<file path="src/rtl/movwide_decode.sv">
// MOVZ/MOVK issue stage: decodes LEGv8 IW words, fetches the old Rd for MOVK, holds results for the transposer.
// Optional writeback bypass enabled by defining MOVW_FWD_EN.
module movwide_decode #(
    parameter logic [8:0] OPC_MOVZ = 9'b110100101,
    parameter logic [8:0] OPC_MOVK = 9'b111100101,
    parameter logic [4:0] XZR_IDX  = 5'd31
) (
    input  logic        clk,
    input  logic        reset,
    input  logic        in_valid,
    output logic        in_ready,
    input  logic [31:0] instr,
    output logic        rf_rd_en,
    output logic [4:0]  rf_rd_addr,
    input  logic [63:0] rf_rd_data,
    input  logic        wb_valid,
    input  logic [4:0]  wb_rd,
    input  logic [63:0] wb_data,
    output logic        out_valid,
    input  logic        out_ready,
    output logic [63:0] data,
    output logic [15:0] fixed,
    output logic [1:0]  shamt,
    output logic        clear,
    output logic [4:0]  rd,
    output logic        err
);

    localparam logic [1:0] IDLE  = 2'd0;
    localparam logic [1:0] RDREG = 2'd1;
    localparam logic [1:0] HOLD  = 2'd2;

    logic [1:0]  state_q, state_d;
    logic [63:0] data_q, data_d;
    logic [15:0] fixed_q, fixed_d;
    logic [1:0]  shamt_q, shamt_d;
    logic        clear_q, clear_d;
    logic [4:0]  rd_q, rd_d;
    logic        err_q, err_d;

    logic [8:0] in_opc;
    logic [4:0] in_rd;
    logic       is_movz, is_movk;
    logic       fwd_accept, fwd_rdreg;

    assign in_opc  = instr[31:23];
    assign in_rd   = instr[4:0];
    assign is_movz = (in_opc == OPC_MOVZ);
    assign is_movk = (in_opc == OPC_MOVK);

`ifdef MOVW_FWD_EN
    assign fwd_accept = wb_valid && (wb_rd == in_rd) && (wb_rd != XZR_IDX);
    assign fwd_rdreg  = wb_valid && (wb_rd == rd_q) && (wb_rd != XZR_IDX);
`else
    // Bypass disabled: the register file must provide write-before-read.
    logic unused_wb;
    assign unused_wb  = ^{wb_valid, wb_rd};
    assign fwd_accept = 1'b0;
    assign fwd_rdreg  = 1'b0;
`endif

    assign in_ready   = (state_q == IDLE);
    assign out_valid  = (state_q == HOLD);
    assign rf_rd_en   = (state_q == IDLE) && in_valid && is_movk && (in_rd != XZR_IDX)
                        && !fwd_accept;
    assign rf_rd_addr = in_rd;
    assign data       = data_q;
    assign fixed      = fixed_q;
    assign shamt      = shamt_q;
    assign clear      = clear_q;
    assign rd         = rd_q;
    assign err        = err_q;

    always_comb begin
        state_d = state_q;
        data_d  = data_q;
        fixed_d = fixed_q;
        shamt_d = shamt_q;
        clear_d = clear_q;
        rd_d    = rd_q;
        err_d   = 1'b0;
        case (state_q)
            IDLE: begin
                if (in_valid) begin
                    if (is_movz || is_movk) begin
                        fixed_d = instr[20:5];
                        shamt_d = instr[22:21];
                        rd_d    = in_rd;
                        clear_d = is_movz;
                        if (is_movz || (in_rd == XZR_IDX)) begin
                            data_d  = 64'd0;
                            state_d = HOLD;
                        end else if (fwd_accept) begin
                            data_d  = wb_data;
                            state_d = HOLD;
                        end else begin
                            state_d = RDREG;
                        end
                    end else begin
                        // Illegal opcode is consumed; only err reports it.
                        err_d = 1'b1;
                    end
                end
            end
            RDREG: begin
                data_d  = fwd_rdreg ? wb_data : rf_rd_data;
                state_d = HOLD;
            end
            HOLD: begin
                if (out_ready) state_d = IDLE;
            end
            default: state_d = IDLE;
        endcase
    end

    always_ff @(posedge clk or negedge reset) begin
        if (!reset) begin
            state_q <= IDLE;
            data_q  <= 64'd0;
            fixed_q <= 16'd0;
            shamt_q <= 2'd0;
            clear_q <= 1'b0;
            rd_q    <= 5'd0;
            err_q   <= 1'b0;
        end else begin
            state_q <= state_d;
            data_q  <= data_d;
            fixed_q <= fixed_d;
            shamt_q <= shamt_d;
            clear_q <= clear_d;
            rd_q    <= rd_d;
            err_q   <= err_d;
        end
    end

endmodule
</file>
<file path="config.mk">
export PLATFORM = sky130hd
export DESIGN_NAME = movwide_decode
export DESIGN_NICKNAME = d
export VERILOG_FILES = /design/src/rtl/movwide_decode.sv
export SDC_FILE = /design/constraint.sdc
export NUM_CORES = 1
export LEC_CHECK = 0
export BUFFER_PORTS_ARGS = -buffer_cell sky130_fd_sc_hd__buf_4
export CORE_MARGIN = 2
export CORE_UTILIZATION = 37
export CTS_CLUSTER_DIAMETER = 150
export DETAILED_ROUTE_END_ITERATION = 6
export PLACE_DENSITY = 0.81
export SLEW_MARGIN = 25
export SYNTH_ARGS = -nofsm -noshare
export SYNTH_HDL_FRONTEND = slang
export SYNTH_SLANG_ARGS = --single-unit
</file>
<file path="constraint.sdc">
create_clock -name clk -period 1.55 [get_ports clk]
set_input_delay 0.155 -clock clk [delete_from_list [all_inputs] [get_ports clk]]
set_output_delay 0.155 -clock clk [all_outputs]
set_load 0.01 [all_outputs]
</file>
; ---- Yosys cells after proc, flatten, opt, wreduce, memory -nomap -nowiden
; Index checks and enable logic that the tools add are counted.
[word_totals]
reg_bits = 91
latchBits = 0
mem_bits_rw = 0
mem_bits_ro = 0
input_bits = 170
elab_cells = 39
n_memories = 0
[op_classes]
addsub = 0
mul = 0
div_mod_pow = 0
order_cmp = 0
n_eq_ne = 10
shifts = 0
n_mux = 12
n_bitwise = 0
n_reduce_logical = 10
[op_table]
columns = cell, n
row1 = 64-bit 2-to-1 mux, 3
row2 = 64-bit one-hot mux with 2 select lines, 1
row3 = "9-bit == test, second input constant", 2
row4 = 2-bit 2-to-1 mux, 4
row5 = "2-bit by 1-bit != test with 1-bit output, second input constant", 3
row6 = 2-bit one-hot mux with 3 select lines, 1
row7 = 3-bit AND reduction, 2
row8 = "5-bit == test, second input constant", 1
row9 = "5-bit != test, second input constant", 1
row10 = 4-bit AND reduction, 1
row11 = 1-bit logical AND, 3
row12 = 1-bit 2-to-1 mux, 3
row13 = "2-bit by 1-bit == test with 1-bit output, second input constant", 1
row14 = "2-bit == test, second input constant", 1
row15 = 2-bit zero test, 1
row16 = 1-bit logical OR, 2
row17 = "2-bit != test, second input constant", 1
row18 = 2-bit nonzero test, 1

; ---- Logic depth before layout (Yosys ltp)
[logic_depth]
ltp_word = 6
ltp_mapped = 5
ltp_nobuf = 3

; ---- Least setup slack after synthesis
; OpenSTA, ideal clock, no wires.
[synth_timing]
kind = register to register
start = reg state_q[1]
end = reg fixed_q[0], in the netlist fixed[0]
setup_time_ns = 0.128
arrival_ns = 1.483
slack_ns = -0.060
path_stages_with_launch = 5
path_buffers = 1
cell_sequence = dfrtp_1 nand2b_1 nor4_4 buf_4 mux2_1
[synth_between]
elab_chain_cells = 2
[synth_rtl]
columns = item, line_no
row1 = start: declaration, 33  ; logic [1:0] state_q, state_d;
row2 = start signal: assignment, 126  ; state_q <= state_d;
row3 = 2-bit zero test, 82  ; case (state_q)
row4 = 3-bit AND reduction (no source line), -
row5 = end signal: assignment, 128  ; fixed_q <= fixed_d;
row6 = end: declaration, 35  ; logic [15:0] fixed_q, fixed_d;
; No other way between the ends.
; A chain may end at the register's enable or synchronous reset.

; ---- Final worst setup path
[layout_timing]
start = reg state_q[0]
end = out rf_rd_en
[layout_between]
elab_chain_cells = 4
[layout_rtl]
columns = item, line_no
row1 = 2-bit zero test, 64  ; assign rf_rd_en = (state_q == IDLE) && in_valid && is_movk && (in_rd != XZR_IDX)
row2 = 1-bit logical AND (3 in series), 64
row3 = end: declaration, 13  ; output logic rf_rd_en,
; No other way between the ends.

==> impl_metrics.yaml <==
run_status:
  violations: "setup timing"
  status: "finished with violations"
worst_hold_path:
  hold_end: "fixed[12]"
  hold_path.class: "in -> reg"
  worstHoldStart: "instr[17]"
  hold_depth: 2
global_route:
  grt-ovfl-total: 0
  track_usage_pct: 18.5
  grt_pass1_vias: 3224
  antenna_found_initial: 0
  grt_max_degree: 92
  grt_pass1_wl_um: 16400
sta:
  slew_headroom_pct: 65.8
  post-route-min-period_ns: 1.64
  hold_violations: 0
  setup_violations: 20
  rsz0062_at_grt: "true"
  period_share_pct: 106
  worst_slack_ns: -0.0949
  worstMarginPinSlew_ns: 0.513
  drv_slew: 0
  setup_tns_ns: -0.704
  fmax_mhz: 608
  finClkSkew_ns: 0.00995
place:
  place_hpwl_um: 6950
  io_buffers: 196
  dp.cells: 611
  place_area_mm2: 0.00555
  gp_congestion: 0.721
cts:
  clk_pin_slew_ns: 0.09
  cts_tree: "yes"
  htreeDepth: 3
  clock_sinks: 91
  cts_inserted_buffers: 9
  clockBufferDepth: 2
  clk_latency_ns: 0.36
  root_buffer: "clkbuf_8"
finish:
  stdcell_area_mm2: 0.00599
  synthToLayoutAreaGrowth_pct: 56.8
  diodes: 0
  drive_above_1_share_pct: 52.7
  final_nets: 668
  final_cell_count_no_fill: 639
pwr:
  p_sw_share_pct: 23.7
  cell_internal_pwr_uw: 3780
  power_density_mw_per_mm2: 827
  p_sw_uw: 1170
  irDropWorstVdd_mv: 0.415
  p_seq_share_pct: 51.6
  p_comb_share_pct: 14.6
  pwr-share-clk_pct: 33.8
  p_leak_uw: 0.00335
detailed_routing:
  drt_iter0_drc: 123
  wire_per_inst_um: 15.9
  ant_nets: 0
  via_per_inst: 4.84
  vias: 3094
  drc: 0
  firstDrtPassIters: 4
  routed_wl_um: 10200
worst_setup_path:
  crit_chain: "nor4_4, buf_6, nor2b_1, buf_4"
  end_kind: "output pin"
  reg2reg_from: "state_q[0]"
  crit_buf_inv: 2
  start_kind: "flop"
  crit_family: "simple AND/OR/NAND/NOR gates"
  cp_slowest_stage_delay_ns: 0.41
  critPathSlowestCell: "dfrtp_1"
  worstSetupPathType: "reg -> out"
  reg2reg_slack_ns: -0.06
  crit_path_max_fanout: 2
  reg2reg_depth: 5
  arrival_ns: 1.49
  required_ns: 1.39
  r2r_end: "fixed[8]"
die:
  die_area_mm2: 0.0111
  die_h_um: 106
  row_count: 37
  coreArea_mm2: 0.0102
  pin_count: 267
  fp.dieW_um: 106
  start_util_pct: 37.5
flow_run:
  cap_violations: 0
logic_synthesis:
  yosysSeqAreaShare_pct: 59.7
  synth-warning-count: 0
  syn_area_mm2: 0.00382
  netlist_instances: 290
  syn_nets: 460
  synth_cell_types: 21
  ys_ff_latch: 91
  syn_avg_cell_area_um2: 13.2
worst max-delay path by stage:
stage | startpoint | end | slack (ns) | depth (start not counted)
floorplan | state_q[0] | fixed[10] | -0.05 | 3
global placement | instr[26] | fixed[14] | -0.13 | 5
detailed placement | instr[26] | fixed[13] | -0.12 | 5
CTS | state_q[1] | rf_rd_en | -0.25 | 5
global route | state_q[0] | rf_rd_en | -0.16 | 4
finish | state_q[0] | rf_rd_en | -0.09 | 4
registers in the layout (all words and copies together), names as in the netlist:
| name | count |
|---|---|
| data | 64 |
| fixed | 16 |
| rd | 5 |
| shamt | 2 |
| state_q | 2 |
| clear | 1 |
| err | 1 |
metal layers:
layer | part of all wire (%) | GRT usage (%) | vias to the layer above
met5 | 0 | 0 | -
met4 | 2.1 | 7.24 | 0
met3 | 6.5 | 3.59 | 18
met2 | 51 | 31.4 | 133
met1 | 40 | 23.3 | 1499
li1 | - | - | 1444
cell usage in the layout (no fill, tap or decap), drive strengths merged:
| cell | netlist | final |
|---|---|---|
| nor4 | 1 | 1 |
| clkinv | 0 | 2 |
| clkinvlp | 0 | 1 |
| a21oi | 64 | 64 |
| dfrtp | 91 | 91 |
| mux2 | 23 | 23 |
| nand4b | 1 | 1 |
| clkbuf | 8 | 12 |
| dlygate4sd3 | 0 | 2 |
| nor3 | 2 | 2 |
| nand3 | 1 | 1 |
| bufinv | 0 | 1 |
| nand2b | 3 | 3 |
| buf | 20 | 223 |
| inv | 2 | 2 |
| nand4bb | 1 | 1 |
| o21ai | 2 | 2 |
| mux2i | 65 | 65 |
| nor2 | 2 | 2 |
| a21o | 1 | 1 |
| nor2b | 2 | 2 |
| nand2 | 1 | 1 |
power groups by stage:
stage	clock network, µW	registers (µW)	logic (µW)
after floorplan	0	2650	169
after CTS	1730	2560	731
after detailed placement	0	2600	715
after global placement	0	2600	696
after global routing	1820	2570	780
final	1680	2560	721
timing repair:
| action | 4_1_cts | 5_1_grt |
|---|---|---|
| hold buffers | 2 | 0 |
| pin swaps | 1 | 1 |
| cloned | 2 | 0 |
| resized for setup | 23 | 1 |
| endpoints found under the setup margin | 17 | 88 |
| buffers inserted | 8 | 0 |
| endpoints found under the hold margin | 92 | 0 |
worst reg2reg max path, delay by kind of cell (launching register included):
kind,cells,cell delay [ns]
flops,1,0.41
simple gates,1,0.34
buf+inv,3,0.44
mux,1,0.32
stage by stage:
| stage | setup slack [ns] | power (µW) | hold WS [ns] | utilization (%) |
|---|---|---|---|---|
| 2_1_floorplan | -0.0511 | 2820 | -0.141 | - |
| 3_3_place_gp | -0.126 | 3290 | 0.233 | 54.5 |
| 3_5_place_dp | -0.119 | 3320 | 0.246 | 54.5 |
| 4_1_cts | -0.253 | 5020 | 0.00188 | 58.8 |
| 5_1_grt | -0.158 | 5170 | 0.00762 | 58.8 |
| 6_report | -0.0949 | 4950 | 0.0162 | 58.8 |
logic make-up after synthesis:
kind of cell,Yosys count,synth area share [%]
and+or+nand+nor,14,3.41
AOI/OAI and AO/OA,67,8.85
DFF,91,59.7
muxes,88,23.8
buffers and inverters,30,4.26
cell usage after synthesis:
library cell	n	area, µm²
a21oi_1	64	320
clkbuf_1	8	30.0
mux2_1	17	191
nand4b_4	1	23.8
buf_4	10	75.1
nor2b_1	2	12.5
nand2_1	1	3.75
inv_1	2	7.51
nand2b_1	3	18.8
buf_2	10	50.1
nor3_1	2	10.0
dfrtp_1	91	2280
nor4_4	1	21.3
nand3_1	1	5.00
mux2_2	6	67.6
a21o_1	1	7.51
mux2i_1	65	651
o21ai_1	1	5.00
o21ai_0	1	5.00
nor2_1	2	7.51
nand4bb_4	1	27.5
cell type report:
class / instances / area (µm²)
fillers: 844 / 4200
flip-flops and latches: 91 / 2280
repair buffers: 225 / 1860
multi-input cells: 169 / 1460
well taps: 136 / 170
clock buffers: 12 / 165
clock inverters: 4 / 47.5
inverters: 2 / 7.51
(Power assumes the default switching activity.)
